File: config.mk
export PLATFORM = sky130hd
export DESIGN_NAME = ro_freq_meter_flat
export DESIGN_NICKNAME = d
export VERILOG_FILES = /design/src/rtl/ro_freq_meter_if.sv /design/src/rtl/ro_freq_meter.sv /design/src/flat_wrapper.sv
export SDC_FILE = /design/constraint.sdc
export NUM_CORES = 1
export LEC_CHECK = 0
export BUFFER_PORTS_ARGS = -buffer_cell sky130_fd_sc_hd__buf_2
export CORE_MARGIN = 2
export CORE_UTILIZATION = 45
export CTS_CLUSTER_DIAMETER = 120
export DETAILED_ROUTE_END_ITERATION = 16
export GPL_ROUTABILITY_DRIVEN = 0
export PLACE_DENSITY = 0.71
export SLEW_MARGIN = 20
export SYNTH_ARGS = -nofsm -noshare
export SYNTH_HDL_FRONTEND = slang
export SYNTH_SLANG_ARGS = --single-unit
File: constraint.sdc
create_clock -name mclk -period 3.97 [get_ports mclk]
set_input_delay 0.794 -clock mclk [delete_from_list [all_inputs] [get_ports mclk]]
set_output_delay 0.794 -clock mclk [all_outputs]
set_load 0.1 [all_outputs]
File: src/rtl/ro_freq_meter_if.sv
// Control/result bundle for the ring-oscillator frequency meter.
// The master side is software/glitch logic plus the oscillator pins; the slave side is the meter.
interface ro_freq_meter_if #(
  parameter int CNT_W = 16,
  parameter int WIN_W = 16
);
  logic             start;
  logic [WIN_W-1:0] window;
  logic [CNT_W-1:0] thr_short_lo;
  logic [CNT_W-1:0] thr_short_hi;
  logic [CNT_W-1:0] thr_long_lo;
  logic [CNT_W-1:0] thr_long_hi;
  logic             ro_short_q;
  logic             ro_long_q;
  logic             alarm_clr;
  logic             ro_en;
  logic             busy;
  logic             done;
  logic [CNT_W-1:0] cnt_short;
  logic [CNT_W-1:0] cnt_long;
  logic [1:0]       alarm;

  modport master (
    output start, window, thr_short_lo, thr_short_hi, thr_long_lo, thr_long_hi,
           ro_short_q, ro_long_q, alarm_clr,
    input  ro_en, busy, done, cnt_short, cnt_long, alarm
  );

  modport slave (
    input  start, window, thr_short_lo, thr_short_hi, thr_long_lo, thr_long_hi,
           ro_short_q, ro_long_q, alarm_clr,
    output ro_en, busy, done, cnt_short, cnt_long, alarm
  );
endinterface

File: src/rtl/ro_freq_meter.sv
// Ring-oscillator frequency meter: enables the oscillator pair, lets them settle,
// counts synchronized rising edges over a gate window, latches the counts and
// raises sticky out-of-band alarms.
module ro_freq_meter #(
  parameter int CNT_W      = 16,
  parameter int WIN_W      = 16,
  parameter int SETTLE_CYC = 8
) (
  input  logic             mclk,
  input  logic             puc_rst_n,
  ro_freq_meter_if.slave   bus
);
  localparam int SET_W = $clog2(SETTLE_CYC + 1);

  typedef enum logic [1:0] {IDLE, SETTLE, MEASURE, DONE} state_t;

  state_t           state;
  logic [SET_W-1:0] set_cnt;
  logic [WIN_W-1:0] win_cnt;
  logic [CNT_W-1:0] cs, cl, cs_nxt, cl_nxt;
  logic [2:0]       sy_s, sy_l;   // [1:0] synchronizer, [2] edge-detect history
  logic             edge_s, edge_l, meas, fin;
  logic [1:0]       set_v;

  assign edge_s = sy_s[1] & ~sy_s[2];
  assign edge_l = sy_l[1] & ~sy_l[2];
  assign meas   = (state == MEASURE);
  // Last measure cycle: the window counter is loaded with W and counts down to 1.
  assign fin    = meas && (win_cnt == WIN_W'(1));

  // Saturating next-count; also feeds the result latch so the final cycle's edge is kept.
  assign cs_nxt = (meas && edge_s && (cs != '1)) ? cs + CNT_W'(1) : cs;
  assign cl_nxt = (meas && edge_l && (cl != '1)) ? cl + CNT_W'(1) : cl;

  // Band checks only matter on the completing edge; lo > hi makes every count fail.
  assign set_v[0] = fin && ((cs_nxt < bus.thr_short_lo) || (cs_nxt > bus.thr_short_hi));
  assign set_v[1] = fin && ((cl_nxt < bus.thr_long_lo)  || (cl_nxt > bus.thr_long_hi));

  // Measurement FSM with synchronizers, counters and registered outputs.
  always_ff @(posedge mclk) begin
    if (!puc_rst_n) begin
      state         <= IDLE;
      set_cnt       <= '0;
      win_cnt       <= '0;
      cs            <= '0;
      cl            <= '0;
      sy_s          <= '0;
      sy_l          <= '0;
      bus.ro_en     <= 1'b0;
      bus.busy      <= 1'b0;
      bus.done      <= 1'b0;
      bus.cnt_short <= '0;
      bus.cnt_long  <= '0;
      bus.alarm     <= 2'b00;
    end else begin
      sy_s      <= {sy_s[1:0], bus.ro_short_q};
      sy_l      <= {sy_l[1:0], bus.ro_long_q};
      bus.done  <= 1'b0;
      // A set on the completing edge wins over a simultaneous clear.
      bus.alarm <= (bus.alarm & {2{~bus.alarm_clr}}) | set_v;
      case (state)
        IDLE: begin
          if (bus.start) begin
            state     <= SETTLE;
            set_cnt   <= SET_W'(SETTLE_CYC);
            // Window is captured here and held through SETTLE; 0 means 1.
            win_cnt   <= (bus.window == '0) ? WIN_W'(1) : bus.window;
            cs        <= '0;
            cl        <= '0;
            bus.ro_en <= 1'b1;
            bus.busy  <= 1'b1;
          end
        end
        SETTLE: begin
          if (set_cnt == SET_W'(1)) state <= MEASURE;
          else                      set_cnt <= set_cnt - SET_W'(1);
        end
        MEASURE: begin
          cs <= cs_nxt;
          cl <= cl_nxt;
          if (fin) begin
            state         <= DONE;
            bus.ro_en     <= 1'b0;
            bus.busy      <= 1'b0;
            bus.done      <= 1'b1;
            bus.cnt_short <= cs_nxt;
            bus.cnt_long  <= cl_nxt;
          end else begin
            win_cnt <= win_cnt - WIN_W'(1);
          end
        end
        DONE:    state <= IDLE;
        default: state <= IDLE;
      endcase
    end
  end
endmodule
File: src/flat_wrapper.sv
// flat-port wrapper written by rule: the top's interface ports become plain ports
module ro_freq_meter_flat 
#(
  parameter int CNT_W      = 16,
  parameter int WIN_W      = 16,
  parameter int SETTLE_CYC = 8
)
  (mclk, puc_rst_n, bus_start, bus_window, bus_thr_short_lo, bus_thr_short_hi, bus_thr_long_lo, bus_thr_long_hi, bus_ro_short_q, bus_ro_long_q, bus_alarm_clr, bus_ro_en, bus_busy, bus_done, bus_cnt_short, bus_cnt_long, bus_alarm);
  ro_freq_meter_if #(.CNT_W(CNT_W), .WIN_W(WIN_W)) bus_i ();
  input  logic mclk;
  input  logic puc_rst_n;
  input wire logic [$bits(bus_i.start)-1:0] bus_start;
  input wire logic [$bits(bus_i.window)-1:0] bus_window;
  input wire logic [$bits(bus_i.thr_short_lo)-1:0] bus_thr_short_lo;
  input wire logic [$bits(bus_i.thr_short_hi)-1:0] bus_thr_short_hi;
  input wire logic [$bits(bus_i.thr_long_lo)-1:0] bus_thr_long_lo;
  input wire logic [$bits(bus_i.thr_long_hi)-1:0] bus_thr_long_hi;
  input wire logic [$bits(bus_i.ro_short_q)-1:0] bus_ro_short_q;
  input wire logic [$bits(bus_i.ro_long_q)-1:0] bus_ro_long_q;
  input wire logic [$bits(bus_i.alarm_clr)-1:0] bus_alarm_clr;
  output wire logic [$bits(bus_i.ro_en)-1:0] bus_ro_en;
  output wire logic [$bits(bus_i.busy)-1:0] bus_busy;
  output wire logic [$bits(bus_i.done)-1:0] bus_done;
  output wire logic [$bits(bus_i.cnt_short)-1:0] bus_cnt_short;
  output wire logic [$bits(bus_i.cnt_long)-1:0] bus_cnt_long;
  output wire logic [$bits(bus_i.alarm)-1:0] bus_alarm;
  assign bus_i.start = bus_start;
  assign bus_i.window = bus_window;
  assign bus_i.thr_short_lo = bus_thr_short_lo;
  assign bus_i.thr_short_hi = bus_thr_short_hi;
  assign bus_i.thr_long_lo = bus_thr_long_lo;
  assign bus_i.thr_long_hi = bus_thr_long_hi;
  assign bus_i.ro_short_q = bus_ro_short_q;
  assign bus_i.ro_long_q = bus_ro_long_q;
  assign bus_i.alarm_clr = bus_alarm_clr;
  assign bus_ro_en = bus_i.ro_en;
  assign bus_busy = bus_i.busy;
  assign bus_done = bus_i.done;
  assign bus_cnt_short = bus_i.cnt_short;
  assign bus_cnt_long = bus_i.cnt_long;
  assign bus_alarm = bus_i.alarm;
  ro_freq_meter #(.CNT_W(CNT_W), .WIN_W(WIN_W), .SETTLE_CYC(SETTLE_CYC)) u_core (.mclk(mclk), .puc_rst_n(puc_rst_n), .bus(bus_i));
endmodule
## Word level (Yosys, flattened, before mapping)

Cells that the tools add are included.

- Bits in writable memories: 0
- Output and inout port bits: 37
- ROM bits: 0
- Input port bits: 86
- Register bits after elaboration: 96
- Word-level logic and storage cells: 79
- Memories: 0
- Latch bits: 0

- Muxes and demuxes: 20
- Eq/ne operators: 12
- Add/sub/neg operators: 4
- Bitwise gates (word level): 7
- Multiply operators: 0
- Magnitude comparators: 4
- Shifts and indexed selects: 0
- Div/mod/pow operators: 0
- Reductions and logical operators: 20

Operator list:

| kind | count |
|---|---|
| two-way mux 16 bit | 6 |
| case mux 16 bit (2 select lines) | 3 |
| adder 16 x 1 -> 16 bit (second input constant) | 2 |
| > comparator 16 bit | 2 |
| < comparator 16 bit | 2 |
| != test 16 bit (second input constant) | 2 |
| == test 16 x 1 -> 1 bit (second input constant) | 1 |
| logical NOT 16 bit | 1 |
| subtractor 16 x 1 -> 16 bit (second input constant) | 1 |
| AND reduction 3 bit | 4 |
| two-way mux 4 bit | 2 |
| != test 2 bit (second input constant) | 4 |
| case mux 2 bit (4 select lines) | 1 |
| case mux 4 bit (2 select lines) | 1 |
| logical AND 1 bit | 7 |
| two-way mux 2 bit | 3 |
| AND reduction 2 bit | 3 |
| == test 2 bit (second input constant) | 2 |
| == test 4 x 1 -> 1 bit (second input constant) | 1 |
| nonzero test 2 bit | 2 |
| subtractor 4 x 1 -> 4 bit (second input constant) | 1 |
| two-way mux 1 bit | 3 |
| NOT 1 bit | 3 |
| bitwise AND 1 bit | 2 |
| 7 further kinds | 8 |

## Logic depth before layout (Yosys ltp)

Gate-level depths: netlist of run 1.

- Word-level depth: 9
- Mapped depth: 16
- Mapped depth without buffers: 14

## Worst setup path before layout of run 1

No wires, ideal clock.

- Path kind: reg2reg
- Start point: reg u_core.cl[0]
- End point: reg u_core.bus.alarm[1]
- Library setup time: 0.127 ns
- Data required time: 3.843 ns
- Path slack: 0.929 ns
- Cell stages (with the launch flop): 14
- Buffers on the path: 1
- Clock period less this slack: 3.041 ns
- Arrival time: 2.914 ns
- Cell sequence: dfxtp_1 ha_1 and4_1 and2_1 or3_1 buf_6 nor2_8 xor2_2 ha_1 nand4_1 or2_2 or3_1 o2111ai_1 nand3_1

- Longest elaborated chain between the ends: 7
- Elaborated cells on any way between the ends: 9
- Classes of those cells: 1 x add/sub; 2 x order compare; 1 x eq/ne; 1 x mux; 1 x bitwise; 3 x reduce/logical

RTL lines:

| item | line | source |
|---|---|---|
| start: declaration | ro_freq_meter.sv:20 | `logic [CNT_W-1:0] cs, cl, cs_nxt, cl_nxt;` |
| start signal: assignment | ro_freq_meter.sv:80 | `cl <= cl_nxt;` |
| branches (longest 2 deep; another with adder 16 x 1 -> 16 bit) | n/a |  |
| two-way mux 16 bit * | ro_freq_meter.sv:33 | `assign cl_nxt = (meas && edge_l && (cl != '1)) ? cl + CNT_W'(1) : cl;` |
| net u_core.cl_nxt[13] | ro_freq_meter.sv:20 |  |
| < comparator 16 bit / > comparator 16 bit (equally long branches) | ro_freq_meter.sv:37 | `assign set_v[1] = fin && ((cl_nxt < bus.thr_long_lo) \|\| (cl_nxt > bus.thr_long_hi));` |
| logical OR 1 bit * | ro_freq_meter.sv:37 |  |
| logical AND 1 bit * | ro_freq_meter.sv:37 |  |
| OR 2 bit * | ro_freq_meter.sv:60 | `bus.alarm <= (bus.alarm & {2{~bus.alarm_clr}}) \| set_v;` |
| end signal: assignment | ro_freq_meter.sv:60 |  |
| end: declaration | ro_freq_meter_if.sv:32 | `output ro_en, busy, done, cnt_short, cnt_long, alarm` |

Mark *: on every way through the listed nets, which the timed path passes.
A chain may end at the register's enable or synchronous reset.

## Worst setup path after layout of run 1

- Start point: reg u_core.state[0]
- End point: reg u_core.bus.alarm[0]

- Longest elaborated chain between the ends: 8
- Elaborated cells on any way between the ends: 10
- Classes of those cells: 2 x order compare; 1 x eq/ne; 1 x mux; 1 x bitwise; 5 x reduce/logical

RTL lines:

| item | line | source |
|---|---|---|
| start: declaration | ro_freq_meter.sv:17 | `state_t state;` |
| start signal: assignment | ro_freq_meter.sv:42 | `state <= IDLE;` |
| start signal: assignment | ro_freq_meter.sv:64 | `state <= SETTLE;` |
| start signal: assignment | ro_freq_meter.sv:75 | `if (set_cnt == SET_W'(1)) state <= MEASURE;` |
| == test 2 bit * | ro_freq_meter.sv:27 | `assign meas = (state == MEASURE);` |
| logical AND 1 bit * (2 in a row) | ro_freq_meter.sv:32 | `assign cs_nxt = (meas && edge_s && (cs != '1)) ? cs + CNT_W'(1) : cs;` |
| two-way mux 16 bit * | ro_freq_meter.sv:32 |  |
| net u_core.cs_nxt[10] | ro_freq_meter.sv:20 |  |
| < comparator 16 bit / > comparator 16 bit (equally long branches) | ro_freq_meter.sv:36 | `assign set_v[0] = fin && ((cs_nxt < bus.thr_short_lo) \|\| (cs_nxt > bus.thr_short_hi));` |
| logical OR 1 bit * | ro_freq_meter.sv:36 |  |
| logical AND 1 bit * | ro_freq_meter.sv:36 |  |
| OR 2 bit * | ro_freq_meter.sv:60 |  |

The timed path passes the listed nets; every way through them passes the cells marked *.

==> summary.txt, run 1 <==
Timing
  – WHS: 0.446 ns
  – Clock skew: 0.00637 ns
  – Slew margin rel.: 0.518
  – Slew @ Worst Pin: 0.720 ns
  – Final TNS setup: 0 ns
  – RSZ-0062 raised after global routing: no
  – Period minus WS final: 3.43 ns
  – Hold Vio Cnt, Final: 0
  – Pins over their slew limit: 0
  – Endpoints failing setup: 0
  – Final worst path period share: 0.864
  – Fmax: 292 MHz

Synthesis
  – Yosys warning total: 0
  – Synth area leader: dfxtp_1
  – Synth top area share: 0.289
  – Most used DFF post-synth: dfxtp_1
  – Mapped Nets: 989
  – Cells after synthesis: 833
  – Number of synthesized flops with an enable pin: 0
  – Sequential share of the synthesized area: 0.289
  – Synth top area cells: dfxtp_1, ha_1, nand2_1
  – #FFs+latches synth: 96
  – Mapped Avg Cell Area: 7.99 µm²
  – Syn Std Cell Area: 6650 µm²
  – Ys async rst share: 0
  – Unique masters post-synth: 75

Critical path
  – R2R Path Start: u_core.state[0]$_SDFFE_PN0P_
  – CP Data Required Time: 4.21 ns
  – CP Max Fanout: 6
  – CP Launch Type: flip-flop
  – CP endpoint kind: flip-flop
  – Crit Path Category: reg -> reg
  – Worst R2R Path Depth: 13
  – Reg2Reg Capture Point: u_core.bus.alarm[0]$_SDFF_PN0_
  – Reg2Reg Setup Slack: 0.54 ns
  – Worst Path Arrival: 3.67 ns

Min path
  – Hold EP: u_core.sy_l[1]$_SDFF_PN0_
  – Cells on Worst Hold Path: 1
  – Hold Path Class: reg -> reg
  – Critical hold path startpoint: u_core.sy_l[0]$_SDFF_PN0_

GRT
  – First-pass GRT wire length: 28300 µm
  – Vias in the first global route: 5876
  – GRT Resource Usage Total: 0.218
  – Initial antenna violation count: 0
  – Pin count of the biggest net entering global routing: 37
  – Congestion Overflow GR: 0

Clocking
  – Post-CTS Setup Bufs: 0
  – Clk_lat worst skew: 0.35 ns
  – Clk root buf: clkbuf_16
  – Hold-fix buffers, CTS: 0
  – Clock Pin Slew Worst Setup and Hold Paths: 0.07 ns
  – TritonCTS Buffers: 9
  – Max Buffers Root-to-Sink: 2
  – Htree depth: 3
  – Num Clock Sinks: 96
  – Resized cells post-CTS: 0
  – CTS tree: yes

Job
  – MaxCap Viol Count: 0

Die
  – Die area: 15800 µm²
  – Core box area: 14500 µm²
  – # rows: 44
  – Die height: 126 µm
  – Num ports: 123
  – Die span in x: 126 µm
  – Initial Util: 0.459

Cells and area
  – Filler instances: 1420
  – Ratio of cells with drive above 1 in the final layout: 0.200
  – Fin nets: 1092
  – Final instance area: 7680 µm²
  – Area grow syn2layout: 15.5%
  – Non-Filler Instances: 1125
  – ANT cells: 0

Placement
  – Port-buffer cells: 122
  – Post-placement cell area: 7370 µm²
  – Placed insts: 1109
  – Post-DP HPWL: 13000 µm

Drt
  – WL/cell: 15.3 µm
  – Drt first pass iters: 5
  – DRC Markers: 0
  – Vias per inst: 5.56
  – Vias after detailed routing: 6252
  – WL final: 17200 µm
  – DRT iter0 DRCs: 428
  – DRT antenna net count: 0

Power and ir drop
  – Psw: 0.00118 W
  – Clock network fraction of total power: 0.296
  – Tot Pwr: 0.00311 W
  – P_leak: 3.75 nW
  – Power Density: 405 nW/µm²
  – Switching part of the total power: 0.379
  – VDD IR max: 0.000338 V
  – Combinational power share: 0.332
  – Seq pwr share: 0.372
  – Internal Power: 0.00193 W

Status
  – Status: completed
kinds of logic (layout without fill, tap and decap cells):
group / after synthesis / in the layout / share of synthesized area
AO/OA/AOI/OAI: 211 / 211 / 0.211
XOR/XNOR: 32 / 32 / 0.0476
adder cells (fa/ha/maj): 70 / 70 / 0.132
buffers and inverters: 116 / 224 / 0.0718
flip-flops: 96 / 96 / 0.289
multiplexers: 5 / 5 / 0.00790
AND/OR/NAND/NOR: 303 / 303 / 0.241
cell usage after synthesis, drive strengths merged (4+ instances only):
cell,instances
o211ai,7
nor3,27
o31ai,5
and2,10
or3,5
nor2b,4
buf,16
a31oi,15
nand3,18
o2111ai,5
xnor2,16
xor2,15
o21ai,37
or2,13
a211oi,17
inv,77
nand2b,8
a22oi,4
a21oi,58
o211a,13
a21o,9
nand4,19
and4,11
o22ai,9
ha,70
o21a,10
nor4,9
nand2,82
and3,10
nor2,74
clkbuf,23
dfxtp,96
power by group through the flow:
stage / clock network (W) / logic (W) / registers [W]
CTS: 0.000943 / 0.00103 / 0.00116
floorplan: 0 / 0.000778 / 0.00119
global placement: 0 / 0.00101 / 0.00118
finish: 0.000921 / 0.00103 / 0.00116
global route: 0.000977 / 0.00116 / 0.00117
detailed placement: 0 / 0.00103 / 0.00118
routing by layer:
metal	track usage	up-vias	wire [µm]
li1	-	3180	-
met4	0.0497	0	239
met3	0.0552	22	1240
met1	0.300	2847	8190
met5	0	-	0
met2	0.347	203	7540
final cells by class:
cell class	instances	area (µm²)	area share
Multi-Input combinational cell	621	4250	0.554
Sequential cell	96	1920	0.250
Clock inverter	7	83.8	0.0109
Timing Repair Buffer	131	678	0.0883
Clock buffer	9	225	0.0293
Inverter	77	289	0.0376
Tap cell	184	230	0.0300
worst max-delay path: stages (launching register included):
cell and delay, ns:
dfxtp_1 0.33, inv_1 0.10, ha_1 0.21, and3b_1 0.28
nand3_1 0.19, nor3_2 0.33, nand3_1 0.19, xnor2_1 0.34
ha_1 0.30, and4_1 0.20, a2111oi_0 0.42, nor2_1 0.08
nor4_1 0.24, o31ai_1 0.10
flip-flops by register name (all words and copies together), names as in the netlist:
name and count:
u_core.sy_s 3, u_core.sy_l 3, u_core.state 2, u_core.bus.alarm 2, u_core.cs 16, u_core.win_cnt 16, u_core.cl 16, u_core.bus.cnt_long 16
u_core.bus.cnt_short 16, u_core.bus.done 1, u_core.bus.ro_en 1, u_core.set_cnt 4
metrics by stage:
step,utilization,worst slack [ns]
after floorplan,-,0.929
after global placement,0.509,0.630
after detailed placement,0.509,0.571
after CTS,0.531,0.546
after global routing,0.531,0.0926
final,0.531,0.540
worst max-delay path by stage:
stage	end	startpoint	slack, ns
global placement	u_core.bus.alarm[0]$_SDFF_PN0_	u_core.cs[0]$_SDFFE_PN0P_	0.63
floorplan	u_core.bus.alarm[1]$_SDFF_PN0_	u_core.cl[0]$_SDFFE_PN0P_	0.93
finish	u_core.bus.alarm[0]$_SDFF_PN0_	u_core.state[0]$_SDFFE_PN0P_	0.54
detailed placement	u_core.bus.alarm[0]$_SDFF_PN0_	u_core.state[0]$_SDFFE_PN0P_	0.57
CTS	u_core.bus.alarm[0]$_SDFF_PN0_	u_core.state[0]$_SDFFE_PN0P_	0.55
global route	u_core.bus.alarm[0]$_SDFF_PN0_	u_core.state[0]$_SDFFE_PN0P_	0.09
placed cells by master (no fill, tap or decap), drive strengths merged, types with 5 or more instances in the layout:
master   instances
a211oi          17
a21o             9
a21oi           58
a31oi           15
and2            10
and3            10
and4            11
buf            131
clkbuf           9
dfxtp           96
ha              70
inv             81
nand2           82
nand2b           8
nand3           18
nand4           19
nor2            74
nor3            27
nor4             9
o2111ai          5
o211a           13
o211ai           7
o21a            10
o21ai           37
o22ai            9
o31ai            5
or2             13
or3              5
xnor2           16
xor2            15
(Power assumes the default switching activity.)
==> run 2, diff against run 1 <==
Settings changed: CAP_MARGIN set to 20, CORE_MARGIN 2 to 10.
==> run 2 against run 1 <==
Effect of this change: combinational power barely moved; wire length rose by 4.8%; sequential share of layout area hardly changed; maximum frequency down 2.4%; first-iteration DRC count fell by 9.1%; worst setup slack got worse by 0.084 ns; cell count unchanged; global-route usage shrank 4.1 points; final area about the same; power shrank 0.75%; critical endpoint unchanged.
==> summary.txt, run 2 (synthesis gave the netlist of run 1 again) <==
Status
  – Status: completed

Die
  – Core box area: 14500 µm² (+0.38%)
  – # rows: 44 (unchanged)
  – Num ports: 123 (unchanged)
  – Die span in x: 142 µm (+13%)
  – Initial Util: 0.458 (-0.00174)
  – Die area: 20000 µm² (+27%)
  – Die height: 142 µm (+13%)

Critical path
  – CP endpoint kind: flip-flop
  – Crit Path Category: reg -> reg
  – CP Launch Type: flip-flop
  – Worst Path Arrival: 3.75 ns (+0.08 ns)
  – CP Data Required Time: 4.21 ns (about the same)
  – Worst R2R Path Depth: 13 (unchanged)
  – Reg2Reg Capture Point: u_core.bus.alarm[0]$_SDFF_PN0_
  – CP Max Fanout: 6 (unchanged)
  – Reg2Reg Setup Slack: 0.46 ns (-0.08 ns)
  – R2R Path Start: u_core.state[0]$_SDFFE_PN0P_

Timing
  – Endpoints failing setup: 0 (unchanged)
  – Slew margin rel.: 0.531 (+0.0127)
  – Pins over their slew limit: 0 (unchanged)
  – Period minus WS final: 3.51 ns (+0.0844 ns)
  – Hold Vio Cnt, Final: 0 (unchanged)
  – Clock skew: 0.00629 ns (-0.0000821 ns)
  – Slew @ Worst Pin: 0.703 ns (-0.0171 ns)
  – Fmax: 285 MHz (-2.4%)
  – Worst setup margin: 0.456 ns (-0.0844 ns)
  – Final worst path period share: 0.885 (+0.0213)
  – Final TNS setup: 0 ns (unchanged)
  – RSZ-0062 raised after global routing: no

Drt
  – Vias per inst: 5.52 (-0.64%)
  – WL/cell: 16.0 µm (+4.8%)
  – DRT antenna net count: 0 (unchanged)
  – DRT iter0 DRCs: 389 (-9.1%)
  – DRC Markers: 0 (unchanged)
  – Vias after detailed routing: 6212 (-0.64%)
  – WL final: 18000 µm (+4.8%)
  – Drt first pass iters: 5 (unchanged)

Clocking
  – Clk_lat worst skew: 0.35 ns (about the same)
  – Max Buffers Root-to-Sink: 2 (unchanged)
  – TritonCTS Buffers: 9 (unchanged)
  – Clock Pin Slew Worst Setup and Hold Paths: 0.07 ns (about the same)
  – Post-CTS Setup Bufs: 0 (unchanged)
  – Resized cells post-CTS: 0 (unchanged)
  – Hold-fix buffers, CTS: 0 (unchanged)
  – Num Clock Sinks: 96 (unchanged)
  – Clk root buf: clkbuf_16
  – Htree depth: 3 (unchanged)
  – CTS tree: yes

GRT
  – Vias in the first global route: 5934 (+0.99%)
  – First-pass GRT wire length: 29600 µm (+4.7%)
  – Pin count of the biggest net entering global routing: 37 (unchanged)
  – Initial antenna violation count: 0 (unchanged)
  – Congestion Overflow GR: 0 (unchanged)
  – GRT Resource Usage Total: 0.177 (-0.0414)

Cells and area
  – Reg area: 1920 µm² (unchanged)
  – Non-Filler Instances: 1125 (unchanged)
  – Area grow syn2layout: 15.4% (about the same)
  – Most common cell after layout, fill and taps aside: buf_2
  – Filler instances: 1422 (+0.14%)
  – ANT cells: 0 (unchanged)
  – Multi-input logic area: 4250 µm² (unchanged)
  – Fin nets: 1092 (unchanged)
  – Most frequent cells in the layout: buf_2, dfxtp_1, nand2_1
  – Ratio of cells with drive above 1 in the final layout: 0.199 (-0.00106)

Placement
  – Placed insts: 1109 (unchanged)
  – Port-buffer cells: 122 (unchanged)
  – Post-DP HPWL: 13800 µm (+6.3%)
  – Dpl ws: 0.509 ns (-0.0614 ns)

Min path
  – Hold EP: u_core.sy_l[1]$_SDFF_PN0_
  – Cells on Worst Hold Path: 1 (unchanged)
  – Critical hold path startpoint: u_core.sy_l[0]$_SDFF_PN0_
  – Hold Path Class: reg -> reg

Power and ir drop
  – Power Density: 402 nW/µm² (-0.69%)
  – P_leak: 3.75 nW (about the same)
  – VDD IR max: 0.000441 V (+31%)

Job
  – MaxCap Viol Count: 0 (unchanged)
## run 2: worst max-delay path, cell delays in order, from the launching register on
cell      delay (ns)
dfxtp_1         0.33
inv_1           0.11
ha_1            0.22
and3b_1         0.28
nand3_1         0.19
a21oi_2         0.29
and3_1          0.26
xor2_1          0.44
ha_1            0.22
nand4_1         0.15
nor4_1          0.44
o211ai_1        0.19
a31oi_1         0.21
o31ai_1         0.09
## run 2: cell type report
| cell class | instances | share of cell area |
|---|---|---|
| tap | 184 | 0.0300 |
| sequential | 96 | 0.250 |
| inverter | 77 | 0.0377 |
| multi-input combinational | 621 | 0.554 |
| timing repair buffer | 131 | 0.0883 |
| clock buffer | 10 | 0.0298 |
| clock inverter | 6 | 0.00978 |
## run 2: stage by stage
stage / util / hold slack (ns) / power, W / instance area [µm²]
2_1_floorplan: - / 0.412 / 0.00197 / 6650
3_3_place_gp: 0.507 / 0.421 / 0.00219 / 7370
3_5_place_dp: 0.507 / 0.424 / 0.00220 / 7370
4_1_cts: 0.528 / 0.440 / 0.00311 / 7680
5_1_grt: 0.528 / 0.457 / 0.00331 / 7680
6_report: 0.528 / 0.437 / 0.00309 / 7680
## run 2: report_power, final
group / switching, W / internal (W) / leakage, nW / total, W
Combinational: 0.000653 / 0.000376 / 2.83 / 0.00103
Sequential: 0.000106 / 0.00105 / 0.779 / 0.00116
Clock: 0.000403 / 0.000499 / 0.146 / 0.000902
Total: 0.00116 / 0.00193 / 3.75 / 0.00309
## run 2: worst max-delay path by stage
stage               depth (start not counted)                              to  slack (ns)                    startpoint
detailed placement                         13  u_core.bus.alarm[0]$_SDFF_PN0_        0.51  u_core.state[0]$_SDFFE_PN0P_
CTS                                        13  u_core.bus.alarm[0]$_SDFF_PN0_        0.48  u_core.state[0]$_SDFFE_PN0P_
finish                                     13  u_core.bus.alarm[0]$_SDFF_PN0_        0.46  u_core.state[0]$_SDFFE_PN0P_
floorplan                                  13  u_core.bus.alarm[1]$_SDFF_PN0_        0.93     u_core.cl[0]$_SDFFE_PN0P_
global route                               13  u_core.bus.alarm[0]$_SDFF_PN0_        0.15  u_core.state[0]$_SDFFE_PN0P_
global placement                           13  u_core.bus.alarm[0]$_SDFF_PN0_        0.51  u_core.state[0]$_SDFFE_PN0P_
## run 2: routing by layer
| metal | part of all wire | vias up | wire length (µm) | track usage |
|---|---|---|---|---|
| li1 | - | 3189 | - | - |
| met4 | 0.011 | 0 | 207 | 0.0398 |
| met5 | 0 | - | 0 | 0 |
| met3 | 0.078 | 16 | 1410 | 0.0567 |
| met2 | 0.44 | 165 | 7920 | 0.275 |
| met1 | 0.47 | 2842 | 8510 | 0.233 |
==> run 3, diff against run 2 <==
Settings changed: BUFFER_PORTS_ARGS -buffer_cell sky130_fd_sc_hd__buf_2 to -buffer_cell sky130_fd_sc_hd__buf_4.
==> run 3 against run 2 <==
Effect of this change: worst setup slack improved by 0.0049 ns; global-route usage is 0.054 points higher; clock power up 2%; via count rose by 1.5%; cell count unchanged; count of clock-buffer cells in the layout up 1; critical path type unchanged; largest power group unchanged; highest routed layer unchanged.
==> summary.txt, run 3 (synthesis gave the netlist of run 1 again) <==
Die
  – Die span in x: 142 µm (unchanged)
  – Die area: 20000 µm² (unchanged)
  – # rows: 44 (unchanged)
  – Die height: 142 µm (unchanged)
  – Initial Util: 0.458 (unchanged)
  – Num ports: 123 (unchanged)
  – Core box area: 14500 µm² (unchanged)

Critical path
  – Crit path cell chain: inv_1 -> ha_1 -> and3b_1 -> nand3_1 -> nor3_2 -> nand3_1 -> xnor2_1 -> ha_1 -> and4_1 -> a2111oi_0 -> nor2_1 -> nor4_1 -> o31ai_1
  – CP endpoint kind: flip-flop
  – CP Launch Type: flip-flop
  – CP Data Required Time: 4.21 ns (about the same)
  – CP Max Fanout: 6 (unchanged)
  – Worst R2R Path Depth: 13 (unchanged)
  – Crit Path Category: reg -> reg
  – R2R Path Start: u_core.state[0]$_SDFFE_PN0P_
  – Max stage delay on crit path: 0.42 ns (-0.02 ns)
  – Setup crit start: u_core.state[0]$_SDFFE_PN0P_
  – Crit-path slowest cell: a2111oi_0
  – Reg2Reg Setup Slack: 0.46 ns (about the same)
  – Worst Path Arrival: 3.75 ns (about the same)
  – Reg2Reg Capture Point: u_core.bus.alarm[0]$_SDFF_PN0_

Min path
  – Hold Path Class: reg -> reg
  – Cells on Worst Hold Path: 1 (unchanged)
  – Critical hold path startpoint: u_core.sy_l[0]$_SDFF_PN0_
  – Hold EP: u_core.sy_l[1]$_SDFF_PN0_

Status
  – Status: completed

Drt
  – WL/cell: 16.2 µm (+1.3%)
  – DRC Markers: 0 (unchanged)
  – Vias after detailed routing: 6303 (+1.5%)
  – WL final: 18300 µm (+1.3%)
  – DRT antenna net count: 0 (unchanged)
  – Drt first pass iters: 5 (unchanged)
  – Vias per inst: 5.60 (+1.5%)
  – DRT iter0 DRCs: 445 (+14%)

Placement
  – Dpl ws: 0.561 ns (+0.0518 ns)
  – Port-buffer cells: 122 (unchanged)
  – Post-DP HPWL: 14100 µm (+2.7%)

Power and ir drop
  – Power Density: 393 nW/µm² (-2.4%)
  – VDD IR max: 0.000484 V (+9.6%)
  – P_leak: 3.83 nW (+2.1%)
  – Tot Pwr: 0.00314 W (+1.7%)

Clocking
  – Num Clock Sinks: 96 (unchanged)
  – Hold-fix buffers, CTS: 0 (unchanged)
  – Resized cells post-CTS: 0 (unchanged)
  – CTS tree: yes
  – Post-CTS Setup Bufs: 0 (unchanged)
  – TritonCTS Buffers: 9 (unchanged)
  – Clock Pin Slew Worst Setup and Hold Paths: 0.07 ns (about the same)
  – Htree depth: 3 (unchanged)
  – Max Buffers Root-to-Sink: 2 (unchanged)
  – Clk root buf: clkbuf_16
  – Clk_lat worst skew: 0.35 ns (about the same)

GRT
  – Congestion Overflow GR: 0 (unchanged)
  – Initial antenna violation count: 0 (unchanged)
  – First-pass GRT wire length: 29800 µm (+0.39%)
  – Pin count of the biggest net entering global routing: 37 (unchanged)
  – Vias in the first global route: 5974 (+0.67%)
  – GRT Resource Usage Total: 0.178 (+0.000538)

Timing
  – Clock skew: 0.00800 ns (+0.00172 ns)
  – Slew @ Worst Pin: 0.730 ns (+0.0266 ns)
  – Fmax: 285 MHz (+0.14%)
  – Worst setup margin: 0.461 ns (+0.00493 ns)
  – Period minus WS final: 3.51 ns (-0.00493 ns)
  – Slew margin rel.: 0.512 (-0.0190)
  – Hold Vio Cnt, Final: 0 (unchanged)
  – Final worst path period share: 0.884 (-0.00124)
  – Endpoints failing setup: 0 (unchanged)
  – Final TNS setup: 0 ns (unchanged)
  – Pins over their slew limit: 0 (unchanged)
  – RSZ-0062 raised after global routing: no

Cells and area
  – Most frequent cells in the layout: buf_4, dfxtp_1, nand2_1
  – ANT cells: 0 (unchanged)
  – Multi-input logic area: 4250 µm² (unchanged)
  – Reg area: 1920 µm² (unchanged)
  – Fin nets: 1092 (unchanged)
  – Filler instances: 1402 (-1.4%)
  – Area grow syn2layout: 20.1%
  – Most common cell after layout, fill and taps aside: buf_4
  – Ratio of cells with drive above 1 in the final layout: 0.200 (+0.00106)

Job
  – MaxCap Viol Count: 0 (unchanged)
==> run 3: where the power goes <==
| part | internal [W] | leakage, nW | switching [W] |
|---|---|---|---|
| Sequential | 0.00105 | 0.779 | 0.000107 |
| Clock | 0.000527 | 0.157 | 0.000390 |
| Combinational | 0.000409 | 2.90 | 0.000654 |
==> run 3: cell type report <==
class / instances / share of cell area
clock inverters: 5 / 0.00767
inverters: 77 / 0.0362
repair buffers: 131 / 0.123
flip-flops and latches: 96 / 0.240
well taps: 184 / 0.0288
clock buffers: 11 / 0.0316
multi-input cells: 621 / 0.532
==> run 3: per-stage QoR <==
step,instance area [µm²],utilization,instances,hold WS (ns)
after floorplan,6650,-,833,0.412
final,7990,0.550,1125,0.440
after CTS,7990,0.550,1125,0.447
after global placement,7680,0.528,1109,0.423
after detailed placement,7680,0.528,1109,0.431
after global routing,7990,0.550,1125,0.457
==> run 3: how the worst max path moves through the flow <==
stage | end | cells past startpoint
2_1_floorplan | u_core.bus.alarm[1]$_SDFF_PN0_ | 13
3_3_place_gp | u_core.bus.alarm[1]$_SDFF_PN0_ | 12
3_5_place_dp | u_core.bus.alarm[1]$_SDFF_PN0_ | 12
4_1_cts | u_core.bus.alarm[1]$_SDFF_PN0_ | 12
5_1_grt | u_core.bus.alarm[0]$_SDFF_PN0_ | 14
6_report | u_core.bus.alarm[0]$_SDFF_PN0_ | 13
==> run 3: metal layers <==
metal	global-route usage	up-vias	routed length, µm	share of wire
met3	0.0357	17	1060	0.058
met1	0.240	2917	8870	0.48
met5	0	-	0	0
li1	-	3191	-	-
met2	0.282	178	8170	0.45
met4	0.0430	0	191	0.010
==> run 3: critical path: cells and delay by family (launching register included) <==
family          cells  cell delay, ns
simple gates        7            1.55
fa+ha+maj           2            0.53
compound gates      2            0.52
buf+inv             1            0.11
xor+xnor            1            0.35
flops               1            0.32
